$ cat src/rtl/rv_pkg.sv
// Shared RISC-V datapath types.
// RegfileWriteSelector picks the writeback result source. LoadFunct3 encodes the
// load size and signedness, using the funct3 field values.
package rv_pkg;

  typedef enum logic [2:0] {
    DMEM   = 3'd0,
    IMM    = 3'd1,
    ALU    = 3'd2,
    PC_INC = 3'd3,
    U_LT   = 3'd4,
    S_LT   = 3'd5
  } RegfileWriteSelector;

  typedef enum logic [2:0] {
    LB  = 3'd0,
    LH  = 3'd1,
    LW  = 3'd2,
    LD  = 3'd3,
    LBU = 3'd4,
    LHU = 3'd5,
    LWU = 3'd6
  } LoadFunct3;

endpackage

$ cat src/rtl/regfile_writeback_stage_if.sv
// Execute -> writeback instruction bundle with a valid/ready handshake.
//   master: execute side, which drives the instruction fields and inValid.
//   slave : writeback stage, which drives inReady.
//   inValid/inReady, inSel, inRd, inAluOut, inImm, inPcInc, inSLT, inULT,
//   inLoadFunct3, inByteOffset
interface regfile_writeback_stage_if
  import rv_pkg::*;
#(
  parameter int XLEN    = 32,
  parameter int RADDR_W = 5,
  localparam int OFF_W  = $clog2(XLEN / 8)
);
  logic                inValid;
  logic                inReady;
  RegfileWriteSelector inSel;
  logic [RADDR_W-1:0]  inRd;
  logic [XLEN-1:0]     inAluOut;
  logic [XLEN-1:0]     inImm;
  logic [XLEN-1:0]     inPcInc;
  logic                inSLT;
  logic                inULT;
  LoadFunct3           inLoadFunct3;
  logic [OFF_W-1:0]    inByteOffset;

  modport master (
    output inValid, inSel, inRd, inAluOut, inImm, inPcInc, inSLT, inULT,
           inLoadFunct3, inByteOffset,
    input  inReady
  );

  modport slave (
    input  inValid, inSel, inRd, inAluOut, inImm, inPcInc, inSLT, inULT,
           inLoadFunct3, inByteOffset,
    output inReady
  );
endinterface

$ cat src/rtl/regfile_writeback_stage_load_align_extend.sv
// Combinational load data alignment and extension.
//   data   : raw aligned memory word
//   offset : byte address low bits; bits below the access size are ignored
//   funct3 : load size and signedness
//   result : lane shifted down and sign- or zero-extended to XLEN
// On XLEN=32, LD, LWU and undefined funct3 codes behave as LW (the whole word).
module load_align_extend
  import rv_pkg::*;
#(
  parameter int XLEN   = 32,
  localparam int OFF_W = $clog2(XLEN / 8)
) (
  input  logic [XLEN-1:0]  data,
  input  logic [OFF_W-1:0] offset,
  input  LoadFunct3        funct3,
  output logic [XLEN-1:0]  result
);

  logic [7:0]       byte_lane;
  logic [15:0]      half_lane;
  logic [31:0]      word_lane;
  logic [OFF_W-2:0] half_idx;
  logic             word_idx;
  logic [XLEN-1:0]  lw_result;

  always_comb begin
    half_idx  = offset[OFF_W-1:1];
    // Only a 64-bit word holds two 32-bit lanes; on XLEN=32 the word lane is fixed at 0.
    word_idx  = (XLEN == 64) ? offset[OFF_W-1] : 1'b0;
    byte_lane = data[{offset, 3'b000} +: 8];
    half_lane = data[{half_idx, 4'b0000} +: 16];
    word_lane = data[{word_idx, 5'b00000} +: 32];
    lw_result = XLEN'($signed(word_lane));
  end

  always_comb begin
    result = lw_result;
    case (funct3)
      LB:      result = XLEN'($signed(byte_lane));
      LBU:     result = XLEN'(byte_lane);
      LH:      result = XLEN'($signed(half_lane));
      LHU:     result = XLEN'(half_lane);
      LWU:     result = (XLEN == 64) ? XLEN'(word_lane) : lw_result;
      LD:      result = (XLEN == 64) ? data : lw_result;
      default: result = lw_result;
    endcase
  end

endmodule

$ cat src/rtl/regfile_writeback_stage.sv
// Registered writeback stage between execute and the register file.
//   clk, rstN       : clock, synchronous active-low reset
//   ex              : execute instruction bundle (slave side)
//   dmemRspValid/Data : variable-latency load response
//   rfWrEn/Addr/Data  : registered regfile write port (one-cycle write pulse)
//   busy            : a load is outstanding
// Non-load results are written one cycle after acceptance. A load parks in
// WAIT_MEM until the response arrives and is written one cycle after that.
// A write to x0 follows normal timing but keeps rfWrEn low.
module regfile_writeback_stage
  import rv_pkg::*;
#(
  parameter int XLEN    = 32,
  parameter int RADDR_W = 5,
  localparam int OFF_W  = $clog2(XLEN / 8)
) (
  input  logic                       clk,
  input  logic                       rstN,
  regfile_writeback_stage_if.slave   ex,
  input  logic                       dmemRspValid,
  input  logic [XLEN-1:0]            dmemRspData,
  output logic                       rfWrEn,
  output logic [RADDR_W-1:0]         rfWrAddr,
  output logic [XLEN-1:0]            rfWrData,
  output logic                       busy
);

  typedef enum logic {IDLE, WAIT_MEM} wb_state_e;

  wb_state_e          state, state_next;
  logic               accept;
  logic [XLEN-1:0]    mux_out;
  logic [XLEN-1:0]    load_data;
  logic [RADDR_W-1:0] ld_rd;
  LoadFunct3          ld_f3;
  logic [OFF_W-1:0]   ld_off;
  logic               wr_fire;
  logic [RADDR_W-1:0] wr_addr;
  logic [XLEN-1:0]    wr_data;

  assign accept = ex.inValid && ex.inReady;

  always_ff @(posedge clk) begin
    if (!rstN) state <= IDLE;
    else       state <= state_next;
  end

  always_comb begin
    state_next = state;
    case (state)
      IDLE:     if (accept && ex.inSel == DMEM) state_next = WAIT_MEM;
      WAIT_MEM: if (dmemRspValid)               state_next = IDLE;
      default:                                  state_next = IDLE;
    endcase
  end

  always_comb begin
    mux_out = ex.inAluOut;
    case (ex.inSel)
      IMM:     mux_out = ex.inImm;
      PC_INC:  mux_out = ex.inPcInc;
      U_LT:    mux_out = XLEN'(ex.inULT);
      S_LT:    mux_out = XLEN'(ex.inSLT);
      default: mux_out = ex.inAluOut;
    endcase
  end

  always_comb begin
    ex.inReady = (state == IDLE);
    busy       = (state == WAIT_MEM);
    wr_fire    = 1'b0;
    wr_addr    = ex.inRd;
    wr_data    = mux_out;
    case (state)
      IDLE: wr_fire = accept && (ex.inSel != DMEM);
      WAIT_MEM: begin
        wr_fire = dmemRspValid;
        wr_addr = ld_rd;
        wr_data = load_data;
      end
      default: wr_fire = 1'b0;
    endcase
  end

  always_ff @(posedge clk) begin
    if (!rstN) begin
      ld_rd  <= '0;
      ld_f3  <= LB;
      ld_off <= '0;
    end else if (accept && ex.inSel == DMEM) begin
      ld_rd  <= ex.inRd;
      ld_f3  <= ex.inLoadFunct3;
      ld_off <= ex.inByteOffset;
    end
  end

  load_align_extend #(.XLEN(XLEN)) u_align (
    .data   (dmemRspData),
    .offset (ld_off),
    .funct3 (ld_f3),
    .result (load_data)
  );

  always_ff @(posedge clk) begin
    if (!rstN) begin
      rfWrEn   <= 1'b0;
      rfWrAddr <= '0;
      rfWrData <= '0;
    end else begin
      rfWrEn <= wr_fire && (wr_addr != '0);
      if (wr_fire) begin
        rfWrAddr <= wr_addr;
        rfWrData <= wr_data;
      end
    end
  end

endmodule

$ cat src/flat_wrapper.sv
// flat-port wrapper written by rule: the top's interface ports become plain ports
module regfile_writeback_stage_flat import rv_pkg::*;
#(
  parameter int XLEN    = 32,
  parameter int RADDR_W = 5,
  localparam int OFF_W  = $clog2(XLEN / 8)
)
  (clk, rstN, dmemRspValid, dmemRspData, rfWrEn, rfWrAddr, rfWrData, busy, ex_inValid, ex_inSel, ex_inRd, ex_inAluOut, ex_inImm, ex_inPcInc, ex_inSLT, ex_inULT, ex_inLoadFunct3, ex_inByteOffset, ex_inReady);
  regfile_writeback_stage_if #(.XLEN(XLEN), .RADDR_W(RADDR_W)) ex_i ();
  input  logic clk;
  input  logic rstN;
  input  logic dmemRspValid;
  input  logic [XLEN-1:0] dmemRspData;
  output logic rfWrEn;
  output logic [RADDR_W-1:0] rfWrAddr;
  output logic [XLEN-1:0] rfWrData;
  output logic busy;
  input wire logic [$bits(ex_i.inValid)-1:0] ex_inValid;
  input wire logic [$bits(ex_i.inSel)-1:0] ex_inSel;
  input wire logic [$bits(ex_i.inRd)-1:0] ex_inRd;
  input wire logic [$bits(ex_i.inAluOut)-1:0] ex_inAluOut;
  input wire logic [$bits(ex_i.inImm)-1:0] ex_inImm;
  input wire logic [$bits(ex_i.inPcInc)-1:0] ex_inPcInc;
  input wire logic [$bits(ex_i.inSLT)-1:0] ex_inSLT;
  input wire logic [$bits(ex_i.inULT)-1:0] ex_inULT;
  input wire logic [$bits(ex_i.inLoadFunct3)-1:0] ex_inLoadFunct3;
  input wire logic [$bits(ex_i.inByteOffset)-1:0] ex_inByteOffset;
  output wire logic [$bits(ex_i.inReady)-1:0] ex_inReady;
  assign ex_i.inValid = ex_inValid;
  assign ex_i.inSel = ex_inSel;
  assign ex_i.inRd = ex_inRd;
  assign ex_i.inAluOut = ex_inAluOut;
  assign ex_i.inImm = ex_inImm;
  assign ex_i.inPcInc = ex_inPcInc;
  assign ex_i.inSLT = ex_inSLT;
  assign ex_i.inULT = ex_inULT;
  assign ex_i.inLoadFunct3 = ex_inLoadFunct3;
  assign ex_i.inByteOffset = ex_inByteOffset;
  assign ex_inReady = ex_i.inReady;
  regfile_writeback_stage #(.XLEN(XLEN), .RADDR_W(RADDR_W)) u_core (.clk(clk), .rstN(rstN), .ex(ex_i), .dmemRspValid(dmemRspValid), .dmemRspData(dmemRspData), .rfWrEn(rfWrEn), .rfWrAddr(rfWrAddr), .rfWrData(rfWrData), .busy(busy));
endmodule
$ cat config.mk
export PLATFORM = sky130hd
export DESIGN_NAME = regfile_writeback_stage_flat
export DESIGN_NICKNAME = d
export VERILOG_FILES = /design/src/rtl/rv_pkg.sv /design/src/rtl/regfile_writeback_stage_if.sv /design/src/rtl/regfile_writeback_stage_load_align_extend.sv /design/src/rtl/regfile_writeback_stage.sv /design/src/flat_wrapper.sv
export SDC_FILE = /design/constraint.sdc
export NUM_CORES = 1
export LEC_CHECK = 0
export CORE_MARGIN = 4
export CORE_UTILIZATION = 44
export CTS_CLUSTER_DIAMETER = 120
export CTS_CLUSTER_SIZE = 30
export DETAILED_ROUTE_END_ITERATION = 8
export GPL_TIMING_DRIVEN = 0
export PLACE_DENSITY = 0.87
export SYNTH_ARGS = -nofsm -noshare
export SYNTH_HDL_FRONTEND = slang
export SYNTH_SLANG_ARGS = --single-unit
$ cat constraint.sdc
create_clock -name clk -period 4.5 [get_ports clk]
set_clock_uncertainty 0.05 [all_clocks]
set_input_delay 0.9 -clock clk [delete_from_list [all_inputs] [get_ports clk]]
set_output_delay 0.9 -clock clk [all_outputs]
set_load 0.01 [all_outputs]
After elaboration in Yosys (flattened, before gate mapping)
Cells that the tools add are included.
Storage, ports and cells
  register bits: 49
  input port bits: 147
  output and inout port bits: 40
  word-level logic and storage cells: 33
Operators by class
  equality and inequality tests: 7
  shift operators: 2
  mux-type cells: 8
  bitwise gates (word level): 1
  reductions and logical operators: 8
Operator list (count)
  32-bit one-hot mux with 4 select lines: 2
  32-bit two-way mux: 1
  32-bit by 6-bit indexed part select with 16-bit output: 1
  32-bit by 6-bit indexed part select with 8-bit output: 1
  3-bit equality test, second input constant: 4
  3-bit by 1-bit equality test with 1-bit output, second input constant: 2
  3-bit logical NOT: 2
  5-bit two-way mux: 1
  5-bit nonzero test: 1
  1-bit logical AND: 4
  1-bit one-hot mux with 2 select lines: 2
  3-bit by 2-bit equality test with 1-bit output, second input constant: 1
  3-bit nonzero test: 1
  1-bit two-way mux: 2
  1-bit inverter: 1

Longest topological paths before layout
  depth in word-level cells: 5
  gate-level depth with buffers: 7
  gate-level depth less buffers: 4

Cells and area by module
Synthesis repeated with hierarchy kept, for this count alone.
Unflattened totals
  cell total of the unflattened synthesis: 454
  area, all modules: 3562.2 um^2
By module, submodules not included
  regfile_writeback_stage: instances 1, cells each 345, area an instance 2934.1 um^2, seq. area each 980.9 um^2
  load_align_extend: instances 1, cells each 109, area an instance 628.1 um^2, seq. area each 0.0 um^2

Worst setup path before layout
OpenSTA, ideal clock, no wires.
  path type: input to register
  from: input ex_inSel[1]
  to: register u_core.rfWrData[10]
  setup time: 133 ps
  data arrival time: 1995 ps
  data required time: 4317 ps
  setup slack: 2323 ps
  cell stages on the path: 6
  path buffers: 2
  cell sequence: buf_2 or3_1 a22o_1 clkbuf_1 o21ai_0 a31oi_1
On the way
  cells in the longest elaborated chain, start to end: 3
  elaborated cells between the ends (all ways): 9
  classes of those cells: 4 x eq/ne; 3 x mux; 2 x reduce/logical
Ends and longest elaborated chain
  start: declaration: RTL line flat_wrapper.sv:19  | input wire logic [$bits(ex_i.inSel)-1:0] ex_inSel;
  3-bit equality test, or another cell as far along: RTL line regfile_writeback_stage.sv:59  | case (ex.inSel)
  32-bit one-hot mux with 4 select lines or 1-bit logical AND (tied branches): RTL line regfile_writeback_stage.sv:59, regfile_writeback_stage.sv:75
  32-bit two-way mux or 1-bit one-hot mux with 2 select lines (tied branches): RTL line regfile_writeback_stage.sv:74  | case (state)
  end signal: assignment: RTL line regfile_writeback_stage.sv:113  | rfWrData <= wr_data;
  end: declaration: RTL line regfile_writeback_stage.sv:24  | output logic [XLEN-1:0] rfWrData,
Several ways; a longest one is shown, not always the timed one.
A chain may end at the register's enable or synchronous reset.

Final worst setup path
  from: register u_core.state, in the netlist u_core.busy
  to: output ex_inReady
On the way
  cells in the longest elaborated chain, start to end: 1
Ends and longest elaborated chain
  start: declaration: RTL line regfile_writeback_stage.sv:30  | wb_state_e state, state_next;
  start signal: assignment: RTL line regfile_writeback_stage.sv:45  | else state <= state_next;
  1-bit inverter: RTL line regfile_writeback_stage.sv:69  | ex.inReady = (state == IDLE);
  end: declaration: RTL line flat_wrapper.sv:28  | output wire logic [$bits(ex_i.inReady)-1:0] ex_inReady;
Every way passes these cells.

==> results by group <==
Status
  – Status: complete, no violations

CTS
  – Clock-pin slew on the worst setup and hold paths: roughly 0.10 ns
  – Post-CTS Setup Bufs: 0
  – # resized after CTS: 0
  – Sinks on Clock Net: about 50
  – CTS tree: yes
  – Clock Latency Late Sink: around 0.32 ns
  – Clock Tree Buf Depth: 2
  – Root buf cell: clkbuf_8
  – # hold bufs at CTS: 0
  – # H-tree levels: 2
  – CTS buffer count: 5

Logic synthesis
  – Simple-gate share of the synthesized area: 0.228
  – Synthesis warning total: 0
  – Mean Syn Cell Area: 7.57 sq um
  – Syn Std Cell Area: ~3700 sq um
  – Ys async rst share: 0
  – Adder-cell share of the synthesized area: 0
  – Synth Register Bits: 49
  – Syn_nets: roughly 640
  – Post-synth cell types: 50
  – Compound-Gate Fraction of Synth Area: 0.289
  – Post-synthesis xor/xnor area fraction: 0
  – Seq/Total Area, Yosys: 0.265
  – Syn Inst Count: 490
  – Number of synthesized flops with an enable pin: 0
  – Multiplexer area fraction after synthesis: 0.142
  – Largest family of logic cells by synthesized area: compound AO/OA/AOI/OAI gates
  – Ys flop type: dfxtp_1

Power
  – Power per Cell Area: between 200 and 250 nW/um^2
  – Max VDD drop: around 0.15 mV
  – Pleak: 2.12 nW

Timing
  – Hold_ws: approximately 0.42 ns
  – Number of failing hold endpoints at the final stage: 0
  – Final Cycle Share: 0.635
  – Setup violators final: 0
  – Slew headroom: 0.481
  – Final slew viol count: 0
  – RSZ-0062 raised after global routing: false
  – Fin Setup TNS: 0 ns
  – Max Freq: roughly 350 MHz
  – Tmin final: between 2 and 3 ns
  – Final setup margin: around 1.6 ns
  – Worst Tran Pin Value: around 0.77 ns

Placement
  – Gpl congestion: a little over 0.9
  – Port Buffers: between 150 and 200
  – Post-DP HPWL: 12.6 mm
  – Pre-CTS setup slack: between 1 and 1.5 ns

Critical path
  – R2r setup slk: roughly 2.5 ns
  – Worst-path fanout max: 10
  – Critical path type: flop to output pin
  – CP Capture Type: output pin
  – Worst Path Arrival: roughly 1.9 ns
  – Startpoint Class: flop
  – Worst path required time: around 3.6 ns

Drt
  – Vias per std cell: approximately 5.9
  – Drt first pass iters: 5
  – Initial DRC Count: between 300 and 400
  – Antenna Nets Post-Route: 0
  – Residual DRC: 0
  – Final WL: 15.3 mm
  – DR WL/cell: approximately 19 microns
  – Via count: ~4700

Job
  – Maxcap violations: 0

Finish
  – Final nets: 829
  – Register area: 981 sq um
  – Multi-input gate area: around 2400 sq um
  – Share of post-route cells with drive strength above 1: 0.0586
  – Commonest non-fill, non-tap cell in the layout: clkdlybuf4s50_1
  – Commonest non-fill, non-tap cells in the layout: 185 x clkdlybuf4s50_1, 70 x nand2_1, 49 x mux2i_1, 49 x dfxtp_1, 44 x nor2_1
  – Area delta synth->final: 56.0%
  – Filler cell count: 676
  – N_diodes: 0

Die
  – IO Pins: 187
  – Die height: 99.8 microns
  – Core area: 8220 sq um
  – Die extent in x: 99.8 microns
  – Num rows: 33
  – Die area: 9960 sq um
  – Initial Util: 0.451

GRT
  – Vias in the first global route: between 4000 and 5000
  – First-pass GRT wire length: ~23 mm
  – Initial antenna violation count: 0
  – Total GRT Usage: 0.293
  – GRT overflow: 0
  – Largest net degree at the start of global routing: 18

Hold path
  – Class of the worst hold path: flop to flop
final timing paths:
kind	cells after the start	end	from
setup / recovery	4	ex_inReady	u_core.busy
hold / removal	2	u_core.rfWrData[3]	u_core.rfWrData[3]
setup reg to reg	5	u_core.rfWrData[5]	u_core.busy
hold reg to reg	2	u_core.rfWrData[3]	u_core.rfWrData[3]
state kept, by name (all words and copies together), names as in the netlist:
signal / count
u_core.rfWrEn: 1
u_core.ld_rd: 5
u_core.rfWrAddr: 5
u_core.rfWrData: 32
u_core.ld_off: 2
u_core.ld_f3: 3
u_core.busy: 1
synthesized netlist by cell type, types with 2 or more instances:
library cell,number,area share
a211oi_1,28,0.057
nor2_1,44,0.045
a221oi_1,2,0.0047
clkbuf_1,23,0.023
nand2b_1,11,0.019
a211o_1,4,0.0094
o31ai_1,19,0.038
o22ai_1,13,0.022
mux2i_1,49,0.13
nand3_1,28,0.038
or3_1,2,0.0034
a31oi_1,24,0.040
a21oi_1,10,0.013
a22o_1,2,0.0047
o211ai_1,9,0.018
dfxtp_1,49,0.26
nor2b_1,2,0.0034
nor4_1,4,0.0067
a21boi_0,2,0.0040
nand2_1,70,0.071
nand3b_1,13,0.026
o21ai_0,16,0.022
buf_4,4,0.0081
buf_2,20,0.027
o21ai_1,5,0.0067
inv_1,5,0.0051
buf_6,3,0.0091
buf_1,2,0.0020
a221o_1,6,0.016
worst max-delay path, stage by stage (launching register included):
cell and delay [ns]:
dfxtp_1 0.32, buf_2 0.18, inv_1 0.21, buf_2 0.28
clkdlybuf4s50_1 0.60
area by class of cell:
| class | count | area share |
|---|---|---|
| Buffer | 52 | 0.0446 |
| Clock buffer | 5 | 0.0119 |
| Clock inverter | 3 | 0.00433 |
| Inverter | 6 | 0.00389 |
| Multi-Input combinational cell | 383 | 0.423 |
| Sequential cell | 49 | 0.170 |
| Tap cell | 105 | 0.0227 |
| Timing Repair Buffer | 185 | 0.320 |
where the power goes:
part	internal, W	leakage [nW]	switching (W)
combinational	0.000234	1.67	0.000185
sequential	0.000462	0.402	0.0000166
clock	0.000114	0.0452	0.000167
per-stage QoR:
| step | utilization | std cells | power (W) | cell area (sq um) |
|---|---|---|---|---|
| 2_1_floorplan | - | 490 | 0.000656 | 3710 |
| 3_3_place_gp | 0.693 | 780 | 0.000892 | 5690 |
| 3_5_place_dp | 0.693 | 780 | 0.000900 | 5690 |
| 4_1_cts | 0.704 | 788 | 0.00117 | 5790 |
| 5_1_grt | 0.704 | 788 | 0.00123 | 5790 |
| 6_report | 0.704 | 788 | 0.00118 | 5790 |
cell families after synthesis:
kind of cell    after synthesis
flops                        49
compound gates              152
buf+inv                      58
mux                          51
simple gates                180
per-layer routing:
layer / global-route usage / up-vias / routed length (microns)
li1: - / 2211 / -
met1: 0.363 / 2147 / 6090
met2: 0.496 / 269 / 7250
met3: 0.0584 / 47 / 1410
met4: 0.123 / 0 / 561
met5: 0 / - / 0
Power figures use the tool's default switching activity.
